`config.mk`:
```
export PLATFORM = sky130hd
export DESIGN_NAME = calc_cmd_parser
export DESIGN_NICKNAME = d
export VERILOG_FILES = /design/src/rtl/calc_pkg.sv /design/src/rtl/dec_accum.sv /design/src/rtl/calc_cmd_parser.sv
export SDC_FILE = /design/constraint.sdc
export NUM_CORES = 1
export LEC_CHECK = 0
export ABC_AREA = 1
export CORE_ASPECT_RATIO = 1.1
export CORE_MARGIN = 3
export CORE_UTILIZATION = 51
export CTS_CLUSTER_SIZE = 30
export DETAILED_ROUTE_END_ITERATION = 8
export PLACE_DENSITY = 0.7
export SKIP_LAST_GASP = 1
export SYNTH_ARGS = -nofsm -noshare
export SYNTH_HDL_FRONTEND = slang
export SYNTH_HIERARCHICAL = 1
export SYNTH_SLANG_ARGS = --single-unit
```
`constraint.sdc`:
```
create_clock -name clk -period 11.7 [get_ports clk]
set_input_delay 1.755 -clock clk [delete_from_list [all_inputs] [get_ports clk]]
set_output_delay 1.755 -clock clk [all_outputs]
set_load 0.02 [all_outputs]
```
`src/rtl/calc_pkg.sv`:
```
// Shared types and constants for the calculator command parser.
// Opcode, error codes, ASCII bytes and the parser state encoding.
package calc_pkg;

  typedef enum logic [1:0] {
    OP_ADD = 2'd0,
    OP_SUB = 2'd1,
    OP_MUL = 2'd2,
    OP_DIV = 2'd3
  } opcode_e;

  localparam logic [1:0] ERR_BAD_CHAR = 2'd0;
  localparam logic [1:0] ERR_OVERFLOW = 2'd1;
  localparam logic [1:0] ERR_MISSING  = 2'd2;
  localparam logic [1:0] ERR_OVERRUN  = 2'd3;

  localparam logic [7:0] CR    = 8'h0D;
  localparam logic [7:0] LF    = 8'h0A;
  localparam logic [7:0] SPACE = 8'h20;
  localparam logic [7:0] ZERO  = 8'h30;
  localparam logic [7:0] NINE  = 8'h39;
  localparam logic [7:0] PLUS  = 8'h2B;
  localparam logic [7:0] MINUS = 8'h2D;
  localparam logic [7:0] STAR  = 8'h2A;
  localparam logic [7:0] SLASH = 8'h2F;

  typedef enum logic [2:0] {
    S_IDLE  = 3'd0,
    S_OPA   = 3'd1,
    S_OPB   = 3'd2,
    S_ISSUE = 3'd3,
    S_DRAIN = 3'd4
  } parser_state_e;

  // Only called for bytes already classified as operators.
  function automatic opcode_e op_of(input logic [7:0] c);
    case (c)
      PLUS:    return OP_ADD;
      MINUS:   return OP_SUB;
      STAR:    return OP_MUL;
      default: return OP_DIV;
    endcase
  endfunction

endpackage

```
`src/rtl/dec_accum.sv`:
```
// Decimal digit accumulator shared by operands A and B.
// Range limit depends on CALC_PARSER_SIGNED_EN (signed magnitudes) or not (unsigned).
module dec_accum #(
  parameter int W          = 16,
  parameter int MAX_DIGITS = 5
) (
  input  logic         clk,
  input  logic         reset,
  input  logic         clear,
  input  logic         digit_en,
  input  logic [3:0]   digit,
  input  logic         neg,
  output logic [W-1:0] value,
  output logic         overflow,
  output logic         has_digits
);

  localparam int AW = W + 4;
  localparam int CW = $clog2(MAX_DIGITS + 1);

  logic [W-1:0]  acc;
  logic [CW-1:0] count;
  logic [AW-1:0] base;
  logic [AW-1:0] next;
  logic [AW-1:0] limit;
  logic [CW-1:0] base_count;

  // clear folds into the same cycle as a digit so a line's first digit loads directly.
  always_comb begin
    base       = clear ? '0 : {4'b0, acc};
    base_count = clear ? '0 : count;
    next       = base * AW'(10) + AW'(digit);
`ifdef CALC_PARSER_SIGNED_EN
    limit      = neg ? (AW'(1) << (W - 1)) : ((AW'(1) << (W - 1)) - AW'(1));
`else
    limit      = (AW'(1) << W) - AW'(1);
`endif
    overflow   = (base_count == CW'(MAX_DIGITS)) || (next > limit);
  end

  assign value      = neg ? -acc : acc;
  assign has_digits = (count != '0);

  always_ff @(posedge clk) begin
    if (reset) begin
      acc   <= '0;
      count <= '0;
    end else if (digit_en && !overflow) begin
      acc   <= next[W-1:0];
      count <= base_count + CW'(1);
    end else if (clear) begin
      acc   <= '0;
      count <= '0;
    end
  end

endmodule

```
`src/rtl/calc_cmd_parser.sv`:
```
// ASCII "<A><op><B><CR|LF>" line parser producing valid/ready calculator commands.
// Define CALC_PARSER_SIGNED_EN for two's-complement operands with leading '-' signs.
module calc_cmd_parser
  import calc_pkg::*;
#(
  parameter int W          = 16,
  parameter int MAX_DIGITS = 5
) (
  input  logic         clk,
  input  logic         reset,
  input  logic [7:0]   rx_data,
  input  logic         rx_valid,
  output logic [W-1:0] op_a,
  output logic [W-1:0] op_b,
  output logic [1:0]   opcode,
  output logic         cmd_valid,
  input  logic         cmd_ready,
  output logic         err,
  output logic [1:0]   err_code
);

  parser_state_e state;
  logic [1:0]    pending;
  logic          neg_reg;

  logic is_digit, is_op, is_term, is_space;
  logic acc_clear, acc_digit_en, acc_ovf, acc_has;
  logic [W-1:0] acc_value;

  always_comb begin
    is_digit     = (rx_data >= ZERO) && (rx_data <= NINE);
    is_op        = (rx_data == PLUS) || (rx_data == MINUS) ||
                   (rx_data == STAR) || (rx_data == SLASH);
    is_term      = (rx_data == CR) || (rx_data == LF);
    is_space     = (rx_data == SPACE);
    acc_clear    = ((state != S_OPA) && (state != S_OPB)) ||
                   ((state == S_OPA) && rx_valid && is_op);
    acc_digit_en = rx_valid && is_digit &&
                   ((state == S_IDLE) || (state == S_OPA) || (state == S_OPB));
  end

  dec_accum #(.W(W), .MAX_DIGITS(MAX_DIGITS)) u_accum (
    .clk        (clk),
    .reset      (reset),
    .clear      (acc_clear),
    .digit_en   (acc_digit_en),
    .digit      (rx_data[3:0]),
    .neg        (neg_reg),
    .value      (acc_value),
    .overflow   (acc_ovf),
    .has_digits (acc_has)
  );

  always_ff @(posedge clk) begin
    if (reset) begin
      state     <= S_IDLE;
      pending   <= ERR_BAD_CHAR;
      neg_reg   <= 1'b0;
      op_a      <= '0;
      op_b      <= '0;
      opcode    <= '0;
      cmd_valid <= 1'b0;
      err       <= 1'b0;
      err_code  <= '0;
    end else begin
      err <= 1'b0;
      case (state)
        S_IDLE: begin
          neg_reg <= 1'b0;
          if (rx_valid) begin
            if (is_digit) state <= S_OPA;
`ifdef CALC_PARSER_SIGNED_EN
            else if (rx_data == MINUS) begin
              neg_reg <= 1'b1;
              state   <= S_OPA;
            end
`endif
            else if (is_op) begin
              pending <= ERR_MISSING;
              state   <= S_DRAIN;
            end else if (!is_term && !is_space) begin
              pending <= ERR_BAD_CHAR;
              state   <= S_DRAIN;
            end
          end
        end
        S_OPA: begin
          if (rx_valid) begin
            if (is_digit) begin
              if (acc_ovf) begin
                pending <= ERR_OVERFLOW;
                state   <= S_DRAIN;
              end
            end else if (is_op) begin
              // A bare sign with no digits counts as a missing operand.
              if (!acc_has) begin
                pending <= ERR_MISSING;
                state   <= S_DRAIN;
              end else begin
                op_a    <= acc_value;
                opcode  <= op_of(rx_data);
                neg_reg <= 1'b0;
                state   <= S_OPB;
              end
            end else if (is_term) begin
              err      <= 1'b1;
              err_code <= ERR_MISSING;
              state    <= S_IDLE;
            end else if (!is_space) begin
              pending <= ERR_BAD_CHAR;
              state   <= S_DRAIN;
            end
          end
        end
        S_OPB: begin
          if (rx_valid) begin
            if (is_digit) begin
              if (acc_ovf) begin
                pending <= ERR_OVERFLOW;
                state   <= S_DRAIN;
              end
            end else if (is_op) begin
`ifdef CALC_PARSER_SIGNED_EN
              if ((rx_data == MINUS) && !acc_has && !neg_reg) neg_reg <= 1'b1;
              else
`endif
              begin
                pending <= ERR_BAD_CHAR;
                state   <= S_DRAIN;
              end
            end else if (is_term) begin
              if (acc_has) begin
                op_b      <= acc_value;
                cmd_valid <= 1'b1;
                state     <= S_ISSUE;
              end else begin
                err      <= 1'b1;
                err_code <= ERR_MISSING;
                state    <= S_IDLE;
              end
            end else if (!is_space) begin
              pending <= ERR_BAD_CHAR;
              state   <= S_DRAIN;
            end
          end
        end
        S_ISSUE: begin
          // Handshake and overrun are independent: both may happen in one cycle.
          if (cmd_ready) begin
            cmd_valid <= 1'b0;
            state     <= S_IDLE;
          end
          if (rx_valid) begin
            err      <= 1'b1;
            err_code <= ERR_OVERRUN;
          end
        end
        S_DRAIN: begin
          if (rx_valid && is_term) begin
            err      <= 1'b1;
            err_code <= pending;
            state    <= S_IDLE;
          end
        end
        default: state <= S_IDLE;
      endcase
    end
  end

endmodule
```
* Word-level counts from Yosys, hierarchy flattened
Index checks and enable logic that the tools add are counted.
Operators by class: $add $sub $neg 3, $mul 1, order comparisons 3, eq/ne operators 34, multiplexer cells 76, bitwise gates (word level) 2, reduce and logical (&&, ||, !) cells 34
Operator list (count):
- two-way mux 16 bit | 4
- two-way mux 3 bit | 19
- two-way mux 2 bit | 25
- == test 8 x 6 -> 1 bit (second input constant) | 5
- != test 2 bit (second input constant) | 17
- two-way mux 1 bit | 21
- adder 20 x 4 -> 20 bit | 1
- greater-than comparator 20 x 16 -> 1 bit (second input constant) | 1
- multiplier 20 x 3 -> 19 bit (second input constant) | 1
- == test 8 x 4 -> 1 bit (second input constant) | 2
- negation 16 bit | 1
- one-hot mux 3 bit (5 select lines) | 1
- AND reduction 7 bit | 2
- one-hot mux 2 bit (3 select lines) | 2
- AND reduction 12 bit | 1
- AND reduction 6 bit | 2
- AND reduction 5 bit | 2
- logical AND 1 bit | 9
- >= comparator 8 x 6 -> 1 bit (second input constant) | 1
- <= comparator 8 x 6 -> 1 bit (second input constant) | 1
- logical OR 1 bit | 8
- one-hot mux 2 bit (4 select lines) | 1
- == test 3 x 2 -> 1 bit (second input constant) | 2
- == test 3 bit (second input constant) | 2
- other kinds (14) | 22
Storage, ports and cells: register bits 63, input bits 12

* Depth between registers and ports, before layout
word-level depth 15, depth in mapped cells 37, depth with buffers taken out 35

* By module
The synthesis kept the hierarchy.
Modules (own cells, without submodules):
- dec_accum | times used 1, cells an instance 504, area each 2842.7 sq um
- calc_cmd_parser | times used 1, cells an instance 328, area each 2153.3 sq um

* Least setup slack after synthesis
Ideal clock, no wire load.
path kind input port to flip-flop, start point in rx_data[7], end point reg state[2], setup time 0.123 ns, data arrival time 5.619 ns, path slack 5.959 ns, cell stages on the path 31, buffers on the path 3, path through inv_1 nand2_2 nor2_2 nand2_1 inv_2 nand2_1 o21ai_0 buf_6 clkbuf_1 nor2_1 ha_1 ha_1 nand2_1 inv_1 a21oi_1 nand2_1 nand2_1 nand2_1 nor2_1 inv_1 nor2_1 nand4_1 a21oi_2 buf_2 nand2_1 o21ai_0 nand2_1 inv_1 nor2_1 nand2_1 a21oi_1
Between the ends: longest elaborated chain between the ends 15
RTL lines:
- start: declaration | RTL line calc_cmd_parser.sv:11 | input logic [7:0] rx_data,
- == test 8 x 6 -> 1 bit | RTL line calc_cmd_parser.sv:32 | is_op = (rx_data == PLUS) || (rx_data == MINUS) ||
- logical OR 1 bit (2 in series) | RTL line calc_cmd_parser.sv:32
- logical OR 1 bit (*) | RTL line calc_cmd_parser.sv:33 | (rx_data == STAR) || (rx_data == SLASH);
- logical AND 1 bit (*) | RTL line calc_cmd_parser.sv:37 | ((state == S_OPA) && rx_valid && is_op);
- logical OR 1 bit (*) | RTL line calc_cmd_parser.sv:36 | acc_clear = ((state != S_OPA) && (state != S_OPB)) ||
- via acc_clear | RTL line calc_cmd_parser.sv:27 | logic acc_clear, acc_digit_en, acc_ovf, acc_has;
- two-way mux 16 bit | RTL line dec_accum.sv:30 | base = clear ? '0 : {4'b0, acc};
- multiplier 20 x 3 -> 19 bit | RTL line dec_accum.sv:32 | next = base * AW'(10) + AW'(digit);
- adder 20 x 4 -> 20 bit | RTL line dec_accum.sv:32
- greater-than comparator 20 x 16 -> 1 bit | RTL line dec_accum.sv:38 | overflow = (base_count == CW'(MAX_DIGITS)) || (next > limit);
- logical OR 1 bit (*) | RTL line dec_accum.sv:38
- via acc_ovf | RTL line calc_cmd_parser.sv:27
- two-way mux 3 bit (*)
- two-way mux 3 bit (on tied branches) | RTL line calc_cmd_parser.sv:117, calc_cmd_parser.sv:89
- two-way mux 3 bit (on tied branches) | RTL line calc_cmd_parser.sv:116, calc_cmd_parser.sv:88
- one-hot mux 3 bit (5 select lines) (*) | RTL line calc_cmd_parser.sv:67 | case (state)
- end signal: assignment | RTL line calc_cmd_parser.sv:71 | if (is_digit) state <= S_OPA;
- end signal: assignment | RTL line calc_cmd_parser.sv:120 | state <= S_DRAIN;
- end signal: assignment | RTL line calc_cmd_parser.sv:129 | state <= S_DRAIN;
- end: declaration | RTL line calc_cmd_parser.sv:22 | parser_state_e state;
Mark *: on every way through the listed nets, which the timed path passes. The rest lies on a longest branch. The select of a mux whose other input is x is not followed. A chain may end at the register's enable or synchronous reset.

* Final worst setup path
start point in rx_data[2], end point reg state[2]
Same word-level chain as after synthesis.

==> run_results.csv <==
group,metric,value,unit
clock_tree,h-tree-depth,3,
critical_path,endpoint_kind,"flip-flop",
critical_path,r2r_slack,6.74,ns
routing,vias_per_cell,5.15,
sta,tightest_slew,0.956,ns
sta,period_needed,6.61,ns
power_and_ir_drop,power.density,77.2,mW/mm2
sta,max_freq,151,MHz
hold_path,hold_depth,2,
critical_path,rr_worst_depth,26,
clock_tree,path_clk_slew,0.07,ns
clock_tree,cts_sinks,62,
clock_tree,cts_buffer_depth,2,
clock_tree,root_buffer,"clkbuf_8",
cells_and_area,layout.nets,919,
critical_path,critPathMaxFanout,19,
placed_design,port_buffers,49,
grt,track_usage,0.235,
sta,setup_viol,0,
placed_design,dp_hpwl,10100,um
floorplanning,die_height,110,um
synthesis,synth_nets,876,
grt,grt_overflow_total,0,
synthesis,syn-cell-area,0.00500,mm2
routing,ant_nets,0,
critical_path,cpMostUsedCell,"nand2_1",
routing,drc,0,
sta,finalSetupTns,0,ns
cells_and_area,diodes,0,
floorplanning,core,0.00944,mm2
grt,grt_max_degree,39,
hold_path,worstHoldEndpoint,"op_a[15]",
clock_tree,cts_buffers,9,
cells_and_area,drive_gt1_frac,0.0557,
floorplanning,fp-row-count,37,
clock_tree,post_cts_resized,0,
synthesis,synthCells,832,
power_and_ir_drop,power_leakage,2.97,nW
routing,num_vias,5136,
clock_tree,hold_buffers,0,
critical_path,timing.rr.end,"state[2]",
run,max_cap_violations,0,
floorplanning,start_util,0.529,
routing,wire_per_inst,12.4,um
placed_design,dp_cells,981,
synthesis,post_synth_num_cell_types,40,
cells_and_area,fin_area,0.00574,mm2
grt,antenna_found_initial,0,
floorplanning,die_w,100,um
cells_and_area,fin_cells,997,
clock_tree,clk_latency,0.34,ns
grt,grt_pass1_wl,21100,um
sta,rsz0062_at_grt,"false",
sta,slew_violations,0,
grt,grt_pass1_vias,4591,
critical_path,path_class,"input port to flip-flop",
synthesis,ys_ff_latch,62,
sta,relSlewSlack,0.362,
clock_tree,cts_tree,"done",
critical_path,timing.critical_path.from,"rx_data[2]",
sta,clock-skew-final,0.00994,ns
routing,drt_pass1_iterations,6,
hold_path,min-delay-start,"op_a[15]",
clock_tree,cts_setup_buffers,0,
critical_path,arrival,6.81,ns
placed_design,place_area,0.00554,mm2
power_and_ir_drop,vdd_drop_max,0.0607,mV
sta,finalCritPeriodShare,0.565,
synthesis,yosysWarnings,6,
synthesis,seq_area_frac_synth,0.248,
sta,hold_ws,0.446,ns
floorplanning,die_area,0.0110,mm2
hold_path,hp-class,"flip-flop to flip-flop",
status,status,"complete, no violations",
critical_path,worstSetupStartpointType,"input port",
critical_path,max_stage_delay,0.61,ns
placed_design,routabilityCongestion,0.931,
routing,wl,12400,um
synthesis,avgSynthCellArea,6.00,um2
power_and_ir_drop,total_power,443,uW
cells_and_area,area_delta_synth_final,14.8,%
routing,drtIter0Drc,380,
sta,hold_violations,0,
critical_path,worstReg2RegStart,"state[0]",
floorplanning,io_pins,50,
critical_path,slowest_stage,"fa_1",
critical_path,worst_ep_required_time,11.90,ns
## power breakdown
part           switching, mW  total (mW)  internal (mW)
combinational         0.0256      0.0402         0.0145
clock                 0.0786       0.188          0.109
sequential           0.00185       0.215          0.213
total                  0.106       0.443          0.337
## area by class of cell
class                           count  area (um2)
Inverter                          149         562
Multi-Input combinational cell    602        3080
Tap cell                          117         146
Clock buffer                       12         155
Sequential cell                    62        1240
Timing Repair Buffer               51         505
Clock inverter                      4        45.0
Fill cell                         970        3710
## cell families after synthesis
family | after synthesis | synth area share
simple gates | 445 | 0.381
buf+inv | 168 | 0.135
compound gates | 97 | 0.104
flops | 62 | 0.248
fa+ha+maj | 32 | 0.0816
xor+xnor | 27 | 0.0488
other cells | 1 | 0.000751
## cell usage in the layout (no fill, tap or decap), types with 2 or more instances in the layout
master,n
a21oi_1,34
a31oi_1,4
buf_4,2
clkbuf_8,11
clkdlybuf4s50_1,49
clkinv_2,3
dfxtp_1,62
ha_1,31
inv_1,139
inv_2,9
nand2_1,207
nand2_2,4
nand3_1,54
nand3_2,2
nand3b_1,2
nand4_1,16
nor2_1,139
nor2_2,3
nor2_4,2
nor3_1,10
o21ai_0,42
o21ai_1,7
o21ai_2,4
o21bai_1,3
xnor2_1,4
xor2_1,22
## synth_stat cells, drive strengths merged
cell / instances / area share
nand2: 212 / 0.16
a21o: 1 / 0.0015
nor2: 145 / 0.12
ha: 31 / 0.078
nor3: 11 / 0.013
xnor2: 4 / 0.0070
nand4: 17 / 0.023
a21oi: 35 / 0.036
dfxtp: 62 / 0.25
clkbuf: 8 / 0.0060
o21ai: 53 / 0.056
fa: 1 / 0.0040
a211oi: 1 / 0.0015
and2: 1 / 0.0013
conb: 1 / 0.00075
o21bai: 3 / 0.0045
nand3: 57 / 0.062
a31oi: 4 / 0.0050
xor2: 23 / 0.042
buf: 11 / 0.016
inv: 149 / 0.11
nand3b: 2 / 0.0030
## worst max-delay path by stage
stage	endpoint	slack, ns	depth (start not counted)
2_1_floorplan	state[2]	5.96	31
3_3_place_gp	state[2]	5.11	28
3_5_place_dp	state[2]	4.87	30
4_1_cts	state[2]	5.23	30
5_1_grt	state[2]	4.63	30
6_report	state[2]	5.09	30
## layer usage
layer  wire length, um  global-route usage
met1              5910               0.318
met2              5510               0.377
met3               823              0.0419
met4               142              0.0799
met5                 0                   0
## worst max-delay path, delay by kind of cell
| family | cells | cell delay [ns] |
|---|---|---|
| AND/OR/NAND/NOR | 18 | 2.23 |
| adder cells (fa/ha/maj) | 2 | 0.87 |
| AO/OA/AOI/OAI | 4 | 0.82 |
| buffers and inverters | 6 | 1.11 |
## registers in the layout (all words and copies together) (netlist names)
| name | cells |
|---|---|
| op_b | 16 |
| opcode | 2 |
| op_a | 16 |
| state | 3 |
| err | 1 |
| u_accum/acc | 16 |
| cmd_valid | 1 |
| err_code | 2 |
| pending | 2 |
| u_accum/count | 3 |
## stage by stage
step	worst slack, ns	utilization
after global placement	5.11	0.586
after floorplan	5.96	-
after global routing	4.63	0.607
final	5.09	0.607
after detailed placement	4.87	0.586
after CTS	5.23	0.607
Note: power is estimated with default switching activity, not from simulation.
